[src/rtl/cpc_io_mailbox.sv]
// Byte mailbox between the CPC Z80 I/O bus and the Teensy MCU port: a TX FIFO (CPC->MCU)
// and an RX FIFO (MCU->CPC), Z80-visible as a data port and a status/control port.
module cpc_io_mailbox #(
    parameter int unsigned DEPTH       = 8,
    parameter int unsigned AW          = 3,
    parameter logic [15:0] DATA_PORT   = 16'hFBD0,
    parameter logic [15:0] STATUS_PORT = 16'hFBD1,
    parameter logic [15:0] ADDR_MASK   = 16'hFFFF
) (
    input  logic          CLK,
    input  logic          RESET_B,
    input  logic [15:0]   A,
    input  logic [7:0]    D_in,
    output logic [7:0]    D_out,
    output logic          d_oe,
    input  logic          IOREQ_B,
    input  logic          RD_B,
    input  logic          WR_B,
    input  logic          M1_B,
    input  logic          ROMEN_B,
    output logic          romdis_pre,
    input  logic [7:0]    mcu_wdata,
    input  logic          mcu_wr,
    input  logic          mcu_rd,
    output logic [7:0]    mcu_rdata,
    input  logic          mcu_romdis_en,
    output logic [AW:0]   tx_count,
    output logic [AW:0]   rx_count,
    output logic          tx_ovf,
    output logic          rx_unf
);

    localparam logic [AW:0]   L_FULL    = (AW+1)'(DEPTH);
    localparam logic [AW:0]   L_CNT_ONE = (AW+1)'(1);
    localparam logic [AW-1:0] L_PTR_ONE = AW'(1);

    // Bus decode
    logic w_valid;
    logic w_hit_data;
    logic w_hit_stat;
    logic w_wr_data_act;
    logic w_wr_stat_act;
    logic w_rd_data_act;
    logic w_rd_stat_act;

    assign w_valid       = ~IOREQ_B & M1_B;
    assign w_hit_data    = (A & ADDR_MASK) == (DATA_PORT & ADDR_MASK);
    assign w_hit_stat    = (A & ADDR_MASK) == (STATUS_PORT & ADDR_MASK);
    assign w_wr_data_act = w_valid & ~WR_B & w_hit_data;
    assign w_wr_stat_act = w_valid & ~WR_B & w_hit_stat;
    assign w_rd_data_act = w_valid & ~RD_B & w_hit_data;
    assign w_rd_stat_act = w_valid & ~RD_B & w_hit_stat;

    logic r_wr_data_act, r_wr_data_d;
    logic r_wr_stat_act, r_wr_stat_d;
    logic r_rd_data_act, r_rd_data_d;
    logic r_rd_stat_act, r_rd_stat_d;

    always_ff @(posedge CLK or negedge RESET_B) begin
        if (!RESET_B) begin
            r_wr_data_act <= 1'b0;
            r_wr_data_d   <= 1'b0;
            r_wr_stat_act <= 1'b0;
            r_wr_stat_d   <= 1'b0;
            r_rd_data_act <= 1'b0;
            r_rd_data_d   <= 1'b0;
            r_rd_stat_act <= 1'b0;
            r_rd_stat_d   <= 1'b0;
        end else begin
            r_wr_data_act <= w_wr_data_act;
            r_wr_data_d   <= r_wr_data_act;
            r_wr_stat_act <= w_wr_stat_act;
            r_wr_stat_d   <= r_wr_stat_act;
            r_rd_data_act <= w_rd_data_act;
            r_rd_data_d   <= r_rd_data_act;
            r_rd_stat_act <= w_rd_stat_act;
            r_rd_stat_d   <= r_rd_stat_act;
        end
    end

    // Write data is captured alongside the decode so it lines up with the event cycle
    logic [7:0] r_din;

    always_ff @(posedge CLK) begin
        r_din <= D_in;
    end

    // Edge-detected events: one per bus cycle however many wait states it has
    logic w_wr_data_ev;
    logic w_wr_stat_ev;
    logic w_rd_data_ev;
    logic w_rd_stat_ev;
    logic w_rd_data_end;
    logic w_flush;

    assign w_wr_data_ev  = r_wr_data_act & ~r_wr_data_d;
    assign w_wr_stat_ev  = r_wr_stat_act & ~r_wr_stat_d;
    assign w_rd_data_ev  = r_rd_data_act & ~r_rd_data_d;
    assign w_rd_stat_ev  = r_rd_stat_act & ~r_rd_stat_d;
    assign w_rd_data_end = ~r_rd_data_act & r_rd_data_d;
    assign w_flush       = w_wr_stat_ev & r_din[7];

    // TX FIFO (CPC -> MCU)
    logic [7:0]    r_tx_mem [DEPTH];
    logic [AW-1:0] r_tx_wr_ptr;
    logic [AW-1:0] r_tx_rd_ptr;
    logic [AW:0]   r_tx_count;
    logic          r_tx_ovf;
    logic          w_tx_empty;
    logic          w_tx_full;
    logic          w_tx_push;
    logic          w_tx_pop;

    assign w_tx_empty = (r_tx_count == '0);
    assign w_tx_full  = (r_tx_count == L_FULL);
    assign w_tx_pop   = mcu_rd & ~w_tx_empty;
    assign w_tx_push  = w_wr_data_ev & (~w_tx_full | w_tx_pop);

    always_ff @(posedge CLK or negedge RESET_B) begin
        if (!RESET_B) begin
            r_tx_wr_ptr <= '0;
            r_tx_rd_ptr <= '0;
            r_tx_count  <= '0;
            r_tx_ovf    <= 1'b0;
        end else if (w_flush) begin
            r_tx_wr_ptr <= '0;
            r_tx_rd_ptr <= '0;
            r_tx_count  <= '0;
            r_tx_ovf    <= 1'b0;
        end else begin
            if (w_tx_push) begin
                r_tx_wr_ptr <= r_tx_wr_ptr + L_PTR_ONE;
            end
            if (w_tx_pop) begin
                r_tx_rd_ptr <= r_tx_rd_ptr + L_PTR_ONE;
            end
            if (w_tx_push && !w_tx_pop) begin
                r_tx_count <= r_tx_count + L_CNT_ONE;
            end else if (w_tx_pop && !w_tx_push) begin
                r_tx_count <= r_tx_count - L_CNT_ONE;
            end
            if (w_wr_data_ev && !w_tx_push) begin
                r_tx_ovf <= 1'b1;
            end
        end
    end

    always_ff @(posedge CLK) begin
        if (w_tx_push) begin
            r_tx_mem[r_tx_wr_ptr] <= r_din;
        end
    end

    // RX FIFO (MCU -> CPC)
    logic [7:0]    r_rx_mem [DEPTH];
    logic [AW-1:0] r_rx_wr_ptr;
    logic [AW-1:0] r_rx_rd_ptr;
    logic [AW:0]   r_rx_count;
    logic          r_pop_pend;
    logic          w_rx_empty;
    logic          w_rx_full;
    logic          w_rx_push;
    logic          w_rx_pop;

    assign w_rx_empty = (r_rx_count == '0);
    assign w_rx_full  = (r_rx_count == L_FULL);
    assign w_rx_pop   = w_rd_data_end & r_pop_pend & ~w_rx_empty;
    assign w_rx_push  = mcu_wr & (~w_rx_full | w_rx_pop);

    always_ff @(posedge CLK or negedge RESET_B) begin
        if (!RESET_B) begin
            r_rx_wr_ptr <= '0;
            r_rx_rd_ptr <= '0;
            r_rx_count  <= '0;
        end else if (w_flush) begin
            r_rx_wr_ptr <= '0;
            r_rx_rd_ptr <= '0;
            r_rx_count  <= '0;
        end else begin
            if (w_rx_push) begin
                r_rx_wr_ptr <= r_rx_wr_ptr + L_PTR_ONE;
            end
            if (w_rx_pop) begin
                r_rx_rd_ptr <= r_rx_rd_ptr + L_PTR_ONE;
            end
            if (w_rx_push && !w_rx_pop) begin
                r_rx_count <= r_rx_count + L_CNT_ONE;
            end else if (w_rx_pop && !w_rx_push) begin
                r_rx_count <= r_rx_count - L_CNT_ONE;
            end
        end
    end

    // On a full FIFO the push overwrites the slot being popped; its byte was latched at read start
    always_ff @(posedge CLK) begin
        if (w_rx_push) begin
            r_rx_mem[r_rx_wr_ptr] <= mcu_wdata;
        end
    end

    // Z80 read path: D_out is latched at the start of the bus cycle and held until it ends
    logic [7:0] r_dout;
    logic       r_doe;
    logic       r_rx_unf;
    logic [7:0] w_status;

    assign w_status = {4'b0000, r_rx_unf, r_tx_ovf, w_tx_full, ~w_rx_empty};

    always_ff @(posedge CLK or negedge RESET_B) begin
        if (!RESET_B) begin
            r_dout     <= 8'h00;
            r_doe      <= 1'b0;
            r_rx_unf   <= 1'b0;
            r_pop_pend <= 1'b0;
        end else begin
            r_doe <= r_rd_data_act | r_rd_stat_act;
            if (w_rd_data_ev) begin
                r_dout     <= w_rx_empty ? 8'hFF : r_rx_mem[r_rx_rd_ptr];
                r_pop_pend <= ~w_rx_empty;
                if (w_rx_empty) begin
                    r_rx_unf <= 1'b1;
                end
            end else if (w_rd_stat_ev) begin
                r_dout <= w_status;
            end
            if (w_rd_data_end) begin
                r_pop_pend <= 1'b0;
            end
            if (w_flush) begin
                r_rx_unf   <= 1'b0;
                r_pop_pend <= 1'b0;
            end
        end
    end

    assign D_out      = r_dout;
    assign d_oe       = r_doe;
    assign mcu_rdata  = w_tx_empty ? 8'hFF : r_tx_mem[r_tx_rd_ptr];
    assign tx_count   = r_tx_count;
    assign rx_count   = r_rx_count;
    assign tx_ovf     = r_tx_ovf;
    assign rx_unf     = r_rx_unf;
    // Unregistered on purpose: ROMDIS must follow ROMEN_B within the same bus cycle
    assign romdis_pre = mcu_romdis_en & ~ROMEN_B;

endmodule

[config.mk]
export PLATFORM = sky130hd
export DESIGN_NAME = cpc_io_mailbox
export DESIGN_NICKNAME = d
export VERILOG_FILES = /design/src/rtl/cpc_io_mailbox.sv
export SDC_FILE = /design/constraint.sdc
export NUM_CORES = 1
export LEC_CHECK = 0
export BUFFER_PORTS_ARGS = -buffer_cell sky130_fd_sc_hd__buf_2
export CELL_PAD_IN_SITES_DETAIL_PLACEMENT = 2
export CELL_PAD_IN_SITES_GLOBAL_PLACEMENT = 2
export CORE_AREA = 2 2 135 137
export CTS_BUF_LIST = sky130_fd_sc_hd__clkbuf_4
export CTS_CLUSTER_DIAMETER = 40
export DETAILED_ROUTE_END_ITERATION = 6
export DIE_AREA = 0 0 137 139
export PLACE_DENSITY = 0.87
export SLEW_MARGIN = 20
export SYNTH_ARGS = -nofsm -noshare
export SYNTH_HDL_FRONTEND = slang
export SYNTH_SLANG_ARGS = --single-unit
[constraint.sdc]
create_clock -name CLK -period 2.33 [get_ports CLK]
set_input_delay 0.1165 -clock CLK [delete_from_list [all_inputs] [get_ports CLK]]
set_output_delay 0.1165 -clock CLK [all_outputs]
set_load 0.03 [all_outputs]
Yosys cells after proc, flatten, opt, wreduce, memory -nomap -nowiden
Memories as Yosys holds them, arrays and structs flattened.
Cells that the tools add are included.
{"block": "op_classes", "addsub": 8, "n_eq_ne": 4, "mux": 30, "bitwise_logic": 35, "n_reduce_logical": 23}
{"operator": "$eq A16 B16 Y1 const B", "n": 2}
{"operator": "$mux W8", "n": 4}
{"operator": "$mux W3", "n": 8}
{"operator": "$mux W4", "n": 6}
{"operator": "$and A1 B1 Y1", "n": 19}
{"operator": "$reduce_bool A2 Y1", "n": 8}
{"operator": "$not A1 Y1", "n": 13}
{"operator": "$add A3 B1 Y3 const B", "n": 4}
{"operator": "$mux W1", "n": 12}
{"operator": "$reduce_bool A3 Y1", "n": 3}
{"operator": "$add A4 B1 Y4 const B", "n": 2}
{"operator": "$eq A4 B4 Y1 const B", "n": 2}
{"operator": "$logic_not A4 Y1", "n": 2}
{"operator": "$sub A4 B1 Y4 const B", "n": 2}
{"operator": "$logic_and A1 B1 Y1", "n": 5}
{"operator": "$logic_not A1 Y1", "n": 4}
{"operator": "$or A1 B1 Y1", "n": 3}
{"operator": "$reduce_and A2 Y1", "n": 1}
{"block": "totals", "ff_bits": 48, "ram_bits": 128, "input_bits": 42, "output_inout_bits": 28, "word_cells": 122, "mem_count": 2}
{"name": "r_rx_mem", "words": 8, "word_bits": 8, "rd": 1, "rd_clocked_by_memory_dff": 0, "write_ports": 1, "line": "155", "rtl": "logic [7:0] r_rx_mem [DEPTH];"}
{"name": "r_tx_mem", "words": 8, "word_bits": 8, "rd": 1, "rd_clocked_by_memory_dff": 0, "write_ports": 1, "line": "104", "rtl": "logic [7:0] r_tx_mem [DEPTH];"}

Depth between registers and ports, before layout
Gate-level depths: netlist of run 1.
{"block": "logic_depth", "ltp_word": 11, "depth_mapped": 10, "ltp_nobuf": 10}

Worst setup path after synthesis of run 1
OpenSTA, ideal clock, no wires.
{"block": "synth_path", "path_kind": "register to register", "start": "register r_rx_count[0] (netlist: rx_count[0])", "end": "register r_rx_count[3] (netlist: rx_count[3])", "setup_ns": 0.066, "t_arrival_ns": 2.465, "required_ns": 2.264, "slack_ns": -0.200, "stages_incl_launch_ff": 9, "path_buffers": 0, "period_less_slack_ns": 2.530, "cell_sequence": "dfrtp_1 > nor4_4 > o21ai_0 > ha_1 > a21oi_1 > nand2_1 > or4_1 > a21oi_1 > o31a_1"}
{"block": "synth_via", "elab_chain_cells": 8, "word_cells_on_any_way": 17, "classes_between": "add/sub (2); eq/ne (1); mux (3); bitwise (5); reduce/logical (6)"}
{"item": "from (decl)", "line": "158", "rtl": "logic [AW:0] r_rx_count;"}
{"item": "from (signal assigned)", "line": "187", "rtl": "r_rx_count <= r_rx_count + L_CNT_ONE;"}
{"item": "from (signal assigned)", "line": "189", "rtl": "r_rx_count <= r_rx_count - L_CNT_ONE;"}
{"item": "$logic_not A4 Y1", "line": "165", "rtl": "assign w_rx_empty = (r_rx_count == '0);"}
{"item": "$not A1 Y1", "line": "167", "rtl": "assign w_rx_pop = w_rd_data_end & r_pop_pend & ~w_rx_empty;"}
{"item": "$and A1 B1 Y1", "line": "167"}
{"item": "$or A1 B1 Y1", "line": "168", "rtl": "assign w_rx_push = mcu_wr & (~w_rx_full | w_rx_pop);"}
{"item": "$and A1 B1 Y1", "line": "168"}
{"item": "$logic_and A1 B1 Y1 / $logic_not A1 Y1 (equally long branches)", "line": "186, 188"}
{"item": "$mux W4 / $logic_and A1 B1 Y1 (equally long branches)", "line": "186, 188"}
{"item": "$mux W4 / $reduce_bool A3 Y1 (equally long branches)"}
Parallel ways exist; a longest one is shown, timed or not. The select of a mux whose other input is x is not followed.
A chain may end at the register's enable or synchronous reset.

Worst setup path in the final report of run 1
{"block": "layout_path", "start": "register r_rx_count[2] (netlist: rx_count[2])", "end": "register r_rx_count[3] (netlist: rx_count[3])"}
Same word-level chain as after synthesis.

==> flow_summary.toml, run 1 <==
[routing]
drtIter0Drc = 207
drtPass1Iterations = 4
via_per_inst = 5.403
vias = 4398
wl_per_cell_microns = 25.57
drtAntennaViolNets = 0
wirelength_microns = 20820
drc_errors = 0

[cells_and_area]
area_growth_pct = 23.63
final_nets = 626
final_cell_mix = "edfxtp_1, buf_2, buf_4, dfrtp_1, mux4_2"
stdcell_count = 814
seq_area_sq_um = 5012
n_fill_cell = 1651
final_common_cell = "edfxtp_1"
fin_util = 0.4982
antennaDiodeCount = 0
drive_gt1_frac = 0.3675
multi_input_area_sq_um = 2152

[synth]
synthDistinctLibCells = 49
post_synth.cell_area_avg_sq_um = 16.70
synth_top_family_by_area = "multiplexers"
synth-edff-count = 128
ys_top_cells_by_area = "edfxtp_1, dfrtp_1, mux4_2"
yosys.area_share.adder = 0.02321
synth_top_area_frac = 0.5402
synth_area_sq_um = 7116
ys_seq_elements = 176
yosysTopAreaCell = "edfxtp_1"
synth-simple-area-share = 0.07772
syn-num-nets = 480
synth-compound-area-share = 0.04097
yosys_warnings = 0
synth-main-ff-cell = "edfxtp_1"
synthMuxAreaShare = 0.1252
synthCells = 426
synth_xor_xnor_area_share = 0.01477
ys_async_sr_fraction = 0.2273
yosysSeqAreaShare = 0.7034

[sta]
worst_slack_ns = -0.1084
min_period_ns = 2.438
tightest_slew_ns = 1.008
finalSetupViolations = 21
fin_skew_ns = 0.04067
maxSlewViolCount = 0
hold_violations = 0
fin_crit_sh = 1.047
max_slew_margin = 0.3279
fmax_mhz = 410.1
rsz0062_at_grt = "yes"

[floorplanning]
coreArea_sq_um = 17660
die_x_microns = 137
die_area_sq_um = 19040
rows = 49
die_h_microns = 139
io_pins = 70
start_util = 0.4030

[cts]
clk_pin_slew_ns = 0.16
root_buffer = "clkbuf_4"
cts_num_sinks = 176
insertion_delay_ns = 0.57
tritoncts = "done"
cts_buffers = 17
clockBufferDepth = 2
htree_num_levels = 4

[setup_path]
end_kind = "flip-flop"
required_ns = 2.84
worstPathArrival_ns = 2.95
crit_type = "reg2reg"
crit_path_start_kind = "flip-flop"
r2r_cells = 9
worstPathMaxFanout = 4

[global_routing]
grt_pass1_vias = 5030
grt_start_max_net_pins = 41
grt_pass1_wl_microns = 30560
grt_usage = 0.2214
overflow = 0
antenna_found_initial = 0

[power]
seqPwrFrac = 0.449
comb_power_share = 0.358
totalPowerFinal_mw = 8.828
switching_share = 0.3577
cellPowerDensity_nw_per_um2 = 1004
p_switching_mw = 3.157
vdd_ir_drop_max_uv = 488.3
intPower_mw = 5.671
power_frac_clock = 0.193
p_leak_nw = 3.268

[run_status]
status = "finished with violations"
violations = "negative setup slack"

[place]
hpwl_microns = 12850
place_ws_ns = -0.1665
globalplace.congestion = 0.7713
dpl.cell_count = 742
port_buffers = 69

[min_path]
hp-class = "in2reg"
whs_path_depth = 3

[run]
drv_cap = 0
registers in the layout (all words and copies together), names as in the netlist, 4 cells and up:
register	cells
rx_count	4
tx_count	4
D_out	8
r_rx_mem	64
r_tx_mem	64
r_din	8
per-stage QoR:
| stage | area [sq um] | hold WS [ns] | TNS [ns] |
|---|---|---|---|
| after floorplan | 7159 | -0.1791 | 0 |
| after global placement | 7975 | 0.2185 | 0 |
| after detailed placement | 7975 | 0.2211 | -0.3289 |
| after CTS | 8645 | 0.006197 | -0.02996 |
| after global routing | 8797 | 0.05260 | -1.778 |
| final | 8797 | 0.07963 | -0.4860 |
power groups by stage:
| stage | clock network (mW) | registers, mW | logic (mW) |
|---|---|---|---|
| after floorplan | 0 | 4.06 | 1.55 |
| after global placement | 0 | 3.96 | 2.32 |
| after detailed placement | 0 | 4.02 | 2.50 |
| after CTS | 1.72 | 3.95 | 2.83 |
| after global routing | 1.85 | 3.99 | 3.40 |
| final | 1.70 | 3.96 | 3.16 |
final cells by class:
| cell class | count | area share |
|---|---|---|
| Multi-Input combinational cell | 224 | 0.2446 |
| Inverter | 11 | 0.004693 |
| Tap cell | 229 | 0.03257 |
| Clock inverter | 14 | 0.01465 |
| Sequential cell | 176 | 0.5698 |
| Clock buffer | 18 | 0.01536 |
| Timing Repair Buffer | 142 | 0.1183 |
timing repair:
action / 4_1_cts / 5_1_grt
endpoints found under the setup margin: 10 / 10
pin swaps: 9 / 11
endpoints found under the hold margin: 116 / 0
setup buffers: 7 / 7
gates resized for setup: 25 / 17
cloned: 0 / 1
hold buffers: 25 / 0
routing by layer:
metal  global-route usage  vias to the layer above  routed length [microns]
met5                    0                        -                        0
met4              0.05860                        0                      491
met3              0.04203                       34                      700
met2               0.4069                      109                    11560
met1               0.2622                     2325                     8064
li1                     -                     1930                        -
critical path, cell delays in order, from the launching register on:
cell	delay (ns)
dfrtp_2	0.49
nor3_4	0.30
a21oi_4	0.09
o21ai_4	0.25
ha_4	0.27
a21oi_4	0.15
nand2_2	0.10
or4_4	0.43
a21oi_2	0.13
o31a_1	0.16
worst paths after layout:
check / from / slack (ns) / endpoint
worst min register to register: r_wr_data_act / 0.45 / r_wr_data_d
max in group asynchronous: RESET_B / 1.38 / r_tx_rd_ptr[0]
worst max register to register: rx_count[2] / -0.11 / rx_count[3]
worst min-delay path: mcu_wr / 0.08 / rx_count[3]
worst max-delay path: rx_count[2] / -0.11 / rx_count[3]
min in group asynchronous: RESET_B / 0.24 / rx_count[0]
kinds of logic after synthesis:
family | after synthesis
simple gates | 108
buf+inv | 26
xor+xnor | 12
compound gates | 43
flops | 176
fa+ha+maj | 12
mux | 49
synth_stat cells (6+ instances only):
cell type  number
nor2_1         30
edfxtp_1      128
mux4_2         32
a21oi_1        20
clkbuf_1        6
nor3_1         12
nand3_1         9
nand2b_1        6
ha_1           10
xor2_1          8
buf_2           6
inv_1          11
mux2i_1        17
nand2_1        29
dfxtp_1         8
dfrtp_1        40
No activity file was read; power rests on OpenSTA's default activity.
==> run 2: changes to the inputs <==
--- a/config.mk
+++ b/config.mk
@@ -6,6 +6,7 @@
 export NUM_CORES = 1
 export LEC_CHECK = 0
 export BUFFER_PORTS_ARGS = -buffer_cell sky130_fd_sc_hd__buf_2
+export CAP_MARGIN = 40
 export CELL_PAD_IN_SITES_DETAIL_PLACEMENT = 2
 export CELL_PAD_IN_SITES_GLOBAL_PLACEMENT = 2
 export CORE_AREA = 2 2 135 137
==> constraint.sdc (replaced) <==
create_clock -name CLK -period 2.33 [get_ports CLK]
set_input_delay 0.233 -clock CLK [delete_from_list [all_inputs] [get_ports CLK]]
set_output_delay 0.233 -clock CLK [all_outputs]
set_load 0.03 [all_outputs]
==> run 2 against run 1 <==
  * The run still ends with negative setup slack left
  * Final cell count rose by 0.37%
  * Non-clock buffer count increased by 2
  * Sequential power about the same
  * Design area increased by 0.53%
  * Wire length fell by 3.3%
  * Flip-flop and latch count did not move
  * Critical path type is now reg2out
  * Highest routed layer unchanged
==> flow_summary.toml, run 2 (synthesis results as in run 1) <==
[cts]
cts_buffers = 17
cts_num_sinks = 176
htree_num_levels = 4
clockBufferDepth = 2
tritoncts = "done"
clk_pin_slew_ns = 0.16
root_buffer = "clkbuf_4"
insertion_delay_ns = 0.57

[floorplanning]
die_area_sq_um = 19040
rows = 49
coreArea_sq_um = 17660
die_h_microns = 139
io_pins = 70
die_x_microns = 137
start_util = 0.4030

[power]
seqPwrFrac = 0.449
switching_share = 0.3528
p_switching_mw = 3.122
vdd_ir_drop_max_uv = 546.1
p_leak_nw = 3.286
intPower_mw = 5.726
power_frac_clock = 0.189
comb_power_share = 0.363
totalPowerFinal_mw = 8.847
cellPowerDensity_nw_per_um2 = 1000

[sta]
hold_violations = 0
fin_skew_ns = 0.03013
tightest_slew_ns = 0.6033
fin_crit_sh = 1.034
maxSlewViolCount = 0
worst_slack_ns = -0.07933
rsz0062_at_grt = "yes"
min_period_ns = 2.409
fmax_mhz = 415.1
fin_hold_ws_ns = 0.1365
max_slew_margin = 0.5978
setup_tns_ns = -0.3329
finalSetupViolations = 8

[cells_and_area]
stdcell_count = 817
final_nets = 629
antennaDiodeCount = 0
multi_input_area_sq_um = 2170
drive_gt1_frac = 0.3793
largestRegisters = "r_rx_mem: 64 flops, r_tx_mem: 64 flops"
seq_area_sq_um = 5012
n_fill_cell = 1616
final_cell_mix = "edfxtp_1, buf_2, buf_4, dfrtp_1, mux4_2"
final_common_cell = "edfxtp_1"
area_growth_pct = 24.28

[routing]
drtAntennaViolNets = 0
wl_per_cell_microns = 24.63
vias = 4329
wirelength_microns = 20120
via_per_inst = 5.299
drc_errors = 0
drtPass1Iterations = 4
drtIter0Drc = 200

[setup_path]
crit_type = "reg2out"
required_ns = 2.10
end_kind = "primary output"
rrSetupSlack_ns = -0.08
worstPathMaxFanout = 9
worstPathArrival_ns = 2.18
crit_path_start_kind = "flip-flop"

[place]
hpwl_microns = 12740
dpl.cell_count = 743
globalplace.congestion = 0.7682
port_buffers = 69

[global_routing]
grt_usage = 0.2217
grt_start_max_net_pins = 24
grt_pass1_vias = 5067
grt_pass1_wl_microns = 30730
antenna_found_initial = 0
overflow = 0

[run_status]
status = "finished with violations"
violations = "negative setup slack"

[run]
drv_cap = 0

[min_path]
hp-class = "in2reg"
[run 2: changes by cell type in the layout (fill, tap and decap cells not counted), sizes merged]
| cell | before | now |
|---|---|---|
| buf | 116 | 119 |
| clkbuf | 19 | 20 |
| clkinv | 5 | 4 |
| clkinvlp | 3 | 4 |
| inv | 16 | 14 |
| or2 | 2 | 3 |
[run 2: stage by stage]
stage,utilization,cell area [sq um],setup WS (ns)
after floorplan,-,7159,0.01074
after global placement,0.4524,7988,0.06360
after detailed placement,0.4539,8015,-0.1670
after CTS,0.4967,8770,-0.1197
after global routing,0.5009,8843,-0.1803
final,0.5009,8843,-0.07933
[run 2: worst paths after layout]
path / end / depth (start not counted) / from
setup / recovery: mcu_rdata[2] / 5 / r_tx_rd_ptr[0]
max in group asynchronous: tx_count[2] / 3 / RESET_B
hold / removal: rx_count[3] / 3 / mcu_wr
hold reg to reg: r_wr_data_d / 0 / r_wr_data_act
min in group asynchronous: rx_count[0] / 2 / RESET_B
setup reg to reg: tx_count[3] / 9 / tx_count[1]
[run 2: cell type report]
cell class,instances,area share
tap,229,0.03240
sequential,176,0.5668
inverter,11,0.004669
clock inverter,12,0.01287
clock buffer,20,0.01698
multi-input combinational,225,0.2453
timing repair buffer,144,0.1210
[run 2: repair_timing]
item                                    in CTS  in global routing
resized for setup                           34                 11
hold buffers                                25                  0
pin swaps                                   14                 14
setup buffers                                9                  8
endpoints found under the setup margin      10                 11
gates cloned                                 2                  0
hold endpoints to repair                   110                  0
[run 2: routing by layer]
| metal | share of wire | vias up | wire (microns) | track usage |
|---|---|---|---|---|
| met3 | 0.035 | 38 | 712 | 0.04569 |
| li1 | - | 1936 | - | - |
| met1 | 0.39 | 2265 | 7770 | 0.2543 |
| met2 | 0.55 | 90 | 11140 | 0.4077 |
| met5 | 0 | - | 0 | 0 |
| met4 | 0.025 | 0 | 503 | 0.07162 |
[run 2: power groups by stage]
stage	Sequential [mW]	Clock, mW	Combinational [mW]
2_1_floorplan	4.06	0	1.55
3_3_place_gp	3.96	0	2.34
3_5_place_dp	4.02	0	2.55
4_1_cts	3.97	1.71	3.08
5_1_grt	4.00	1.83	3.44
6_report	3.97	1.67	3.21
[run 2: worst max-delay path, stage by stage, from the launching register on]
cell and delay, ns:
dfrtp_2 0.47, buf_12 0.17, mux4_2 0.52, mux2i_2 0.20
nand2_1 0.09, buf_6 0.14
==> run 3: changes to the inputs <==
==> config.mk (replaced) <==
export PLATFORM = sky130hd
export DESIGN_NAME = cpc_io_mailbox
export DESIGN_NICKNAME = d
export VERILOG_FILES = /design/src/rtl/cpc_io_mailbox.sv
export SDC_FILE = /design/constraint.sdc
export NUM_CORES = 1
export LEC_CHECK = 0
export CAP_MARGIN = 40
export CELL_PAD_IN_SITES_DETAIL_PLACEMENT = 2
export CELL_PAD_IN_SITES_GLOBAL_PLACEMENT = 2
export CORE_AREA = 2 2 131 133
export CTS_BUF_LIST = sky130_fd_sc_hd__clkbuf_4
export CTS_CLUSTER_DIAMETER = 40
export CTS_CLUSTER_SIZE = 8
export DETAILED_ROUTE_END_ITERATION = 6
export DIE_AREA = 0 0 133 135
export DONT_BUFFER_PORTS = 1
export PLACE_DENSITY = 0.86
export SLEW_MARGIN = 20
export SYNTH_ARGS = -nofsm -noshare
export SYNTH_HDL_FRONTEND = slang
export SYNTH_SLANG_ARGS = --single-unit
export TNS_END_PERCENT = 100
==> run 3 against run 2 <==
  * The run still ends with negative setup slack left
  * Critical path depth is 4 higher
  * Sequential power about the same
  * Wire length rose by 3.1%
  * First-iteration DRC count rose by 49%
  * Largest cell class unchanged
  * Largest power group unchanged
  * Highest routed layer unchanged
==> flow_summary.toml, run 3 (synthesis results as in run 1) <==
[run_status]
status = "finished with violations"
violations = "negative setup slack"

[cells_and_area]
drive_gt1_frac = 0.3231
largestRegisters = "r_rx_mem: 64 flops, r_tx_mem: 64 flops"
area_growth_pct = 22.86
final_cell_mix = "edfxtp_1, buf_4, dfrtp_1, mux4_2"
n_fill_cell = 1405
final_common_cell = "edfxtp_1"
final_nets = 564

[routing]
drtIter0Drc = 298
wirelength_microns = 20750
maxUsedRoutingLayer = "met4"
drtPass1Iterations = 4
drc_errors = 0
drtAntennaViolNets = 0
via_per_inst = 5.602
wl_per_cell_microns = 27.89
dr_wl_met3_microns = 933
vias = 4168
wl_met1_microns = 7654
wl_met2_microns = 11360

[floorplanning]
die_x_microns = 133
start_util = 0.4337
rows = 47
coreArea_sq_um = 16410
die_area_sq_um = 17960
io_pins = 70
die_h_microns = 135

[min_path]
hp-class = "in2reg"
hold_start = "mcu_rd"
whs_path_depth = 3
hold_end = "r_tx_wr_ptr[1]"

[sta]
rsz0062_at_grt = "yes"
setup_tns_ns = -0.5032
tightest_slew_ns = 0.5852
worst_slack_ns = -0.1854
hold_violations = 0
fmax_mhz = 397.6
fin_skew_ns = 0.03269
maxSlewViolCount = 0
finalSetupViolations = 9
fin_crit_sh = 1.080
max_slew_margin = 0.6091
min_period_ns = 2.515

[setup_path]
r2r_cells = 9
worstPathMaxFanout = 4
rrSetupSlack_ns = -0.19
required_ns = 2.79
end_kind = "flip-flop"
crit_type = "reg2reg"
r2r-start = "tx_count[0]"
worstPathArrival_ns = 2.98
crit_path_start_kind = "flip-flop"
r2r-end = "tx_count[3]"

[place]
port_buffers = 0
hpwl_microns = 12090
globalplace.congestion = 0.7445

[cts]
root_buffer = "clkbuf_4"
tritoncts = "done"
clk_pin_slew_ns = 0.17
clockBufferDepth = 2
insertion_delay_ns = 0.57
cts_num_sinks = 176
htree_num_levels = 4
cts_buffers = 17

[global_routing]
grt_pass1_wl_microns = 30880
grt_pass1_vias = 4734
overflow = 0
antenna_found_initial = 1
grt_start_max_net_pins = 41
grt_usage = 0.2425

[run]
drv_cap = 0

[power]
vdd_ir_drop_max_uv = 692.9
cellPowerDensity_nw_per_um2 = 1073
totalPowerFinal_mw = 9.384
p_leak_nw = 3.046
run 3: cell count changes in the layout (fill, tap and decap cells not counted), moves of 3 or more:
cell / previous run / this run
nand2_1: 26 / 20
inv_6: 3 / 6
mux2i_1: 16 / 9
nand2_8: 0 / 8
mux2i_4: 0 / 8
buf_6: 9 / 4
buf_2: 61 / 0
run 3: area by class of cell:
cell class | count | area (sq um) | area share
diodes | 1 | 2.502 | 0.0002862
clock buffers | 18 | 135.1 | 0.01546
clock inverters | 14 | 155.1 | 0.01775
inverters | 11 | 41.29 | 0.004723
multi-input cells | 224 | 2362 | 0.2702
flip-flops and latches | 176 | 5015 | 0.5736
well taps | 220 | 275.3 | 0.03149
repair buffers | 80 | 755.7 | 0.08645
run 3: stage by stage:
| step | hold WS [ns] | setup WS, ns | cell area, sq um | util | instances |
|---|---|---|---|---|---|
| after global placement | -0.06140 | 0.08083 | 7631 | 0.4651 | 664 |
| final | 0.09167 | -0.1854 | 8742 | 0.5328 | 744 |
| after detailed placement | -0.06185 | -0.1859 | 7646 | 0.4660 | 666 |
| after floorplan | -0.06259 | 0.01074 | 7159 | - | 426 |
| after CTS | 0.009515 | -0.05637 | 8657 | 0.5276 | 738 |
| after global routing | 0.04884 | -0.2557 | 8742 | 0.5328 | 744 |
run 3: worst max path at each step:
| stage | cells after the start | start | to | slack, ns |
|---|---|---|---|---|
| finish | 9 | tx_count[0] | tx_count[3] | -0.19 |
| floorplan | 9 | tx_count[0] | tx_count[3] | 0.01 |
| global route | 9 | tx_count[0] | tx_count[3] | -0.26 |
| CTS | 5 | tx_count[1] | mcu_rdata[1] | -0.06 |
| global placement | 9 | tx_count[1] | tx_count[3] | 0.08 |
| detailed placement | 9 | tx_count[1] | tx_count[3] | -0.19 |
run 3: per-layer routing:
| metal | global-route usage | up-vias |
|---|---|---|
| li1 | - | 1821 |
| met1 | 0.2657 | 2179 |
| met2 | 0.4467 | 126 |
| met3 | 0.05706 | 42 |
| met4 | 0.1111 | 0 |
| met5 | 0 | - |
run 3: worst max-delay path: stages, from the launching register on:
cell	delay [ns]
dfrtp_2	0.48
or4b_4	0.55
nor3b_4	0.18
inv_2	0.08
ha_4	0.22
a21oi_4	0.20
a21o_1	0.25
a2bb2oi_2	0.19
o221a_2	0.22
nor2_2	0.04
run 3: report_power, final:
part	switching (mW)	internal, mW
Clock	1.15	0.670
Sequential	0.319	3.68
Combinational	1.99	1.57
run 3: timing repair:
item	4_1_cts	5_1_grt
setup buffers	10	5
hold endpoints to repair	126	0
pin swaps	5	9
gates cloned	2	0
hold buffers	28	0
endpoints found under the setup margin	10	69
gates resized for setup	56	14
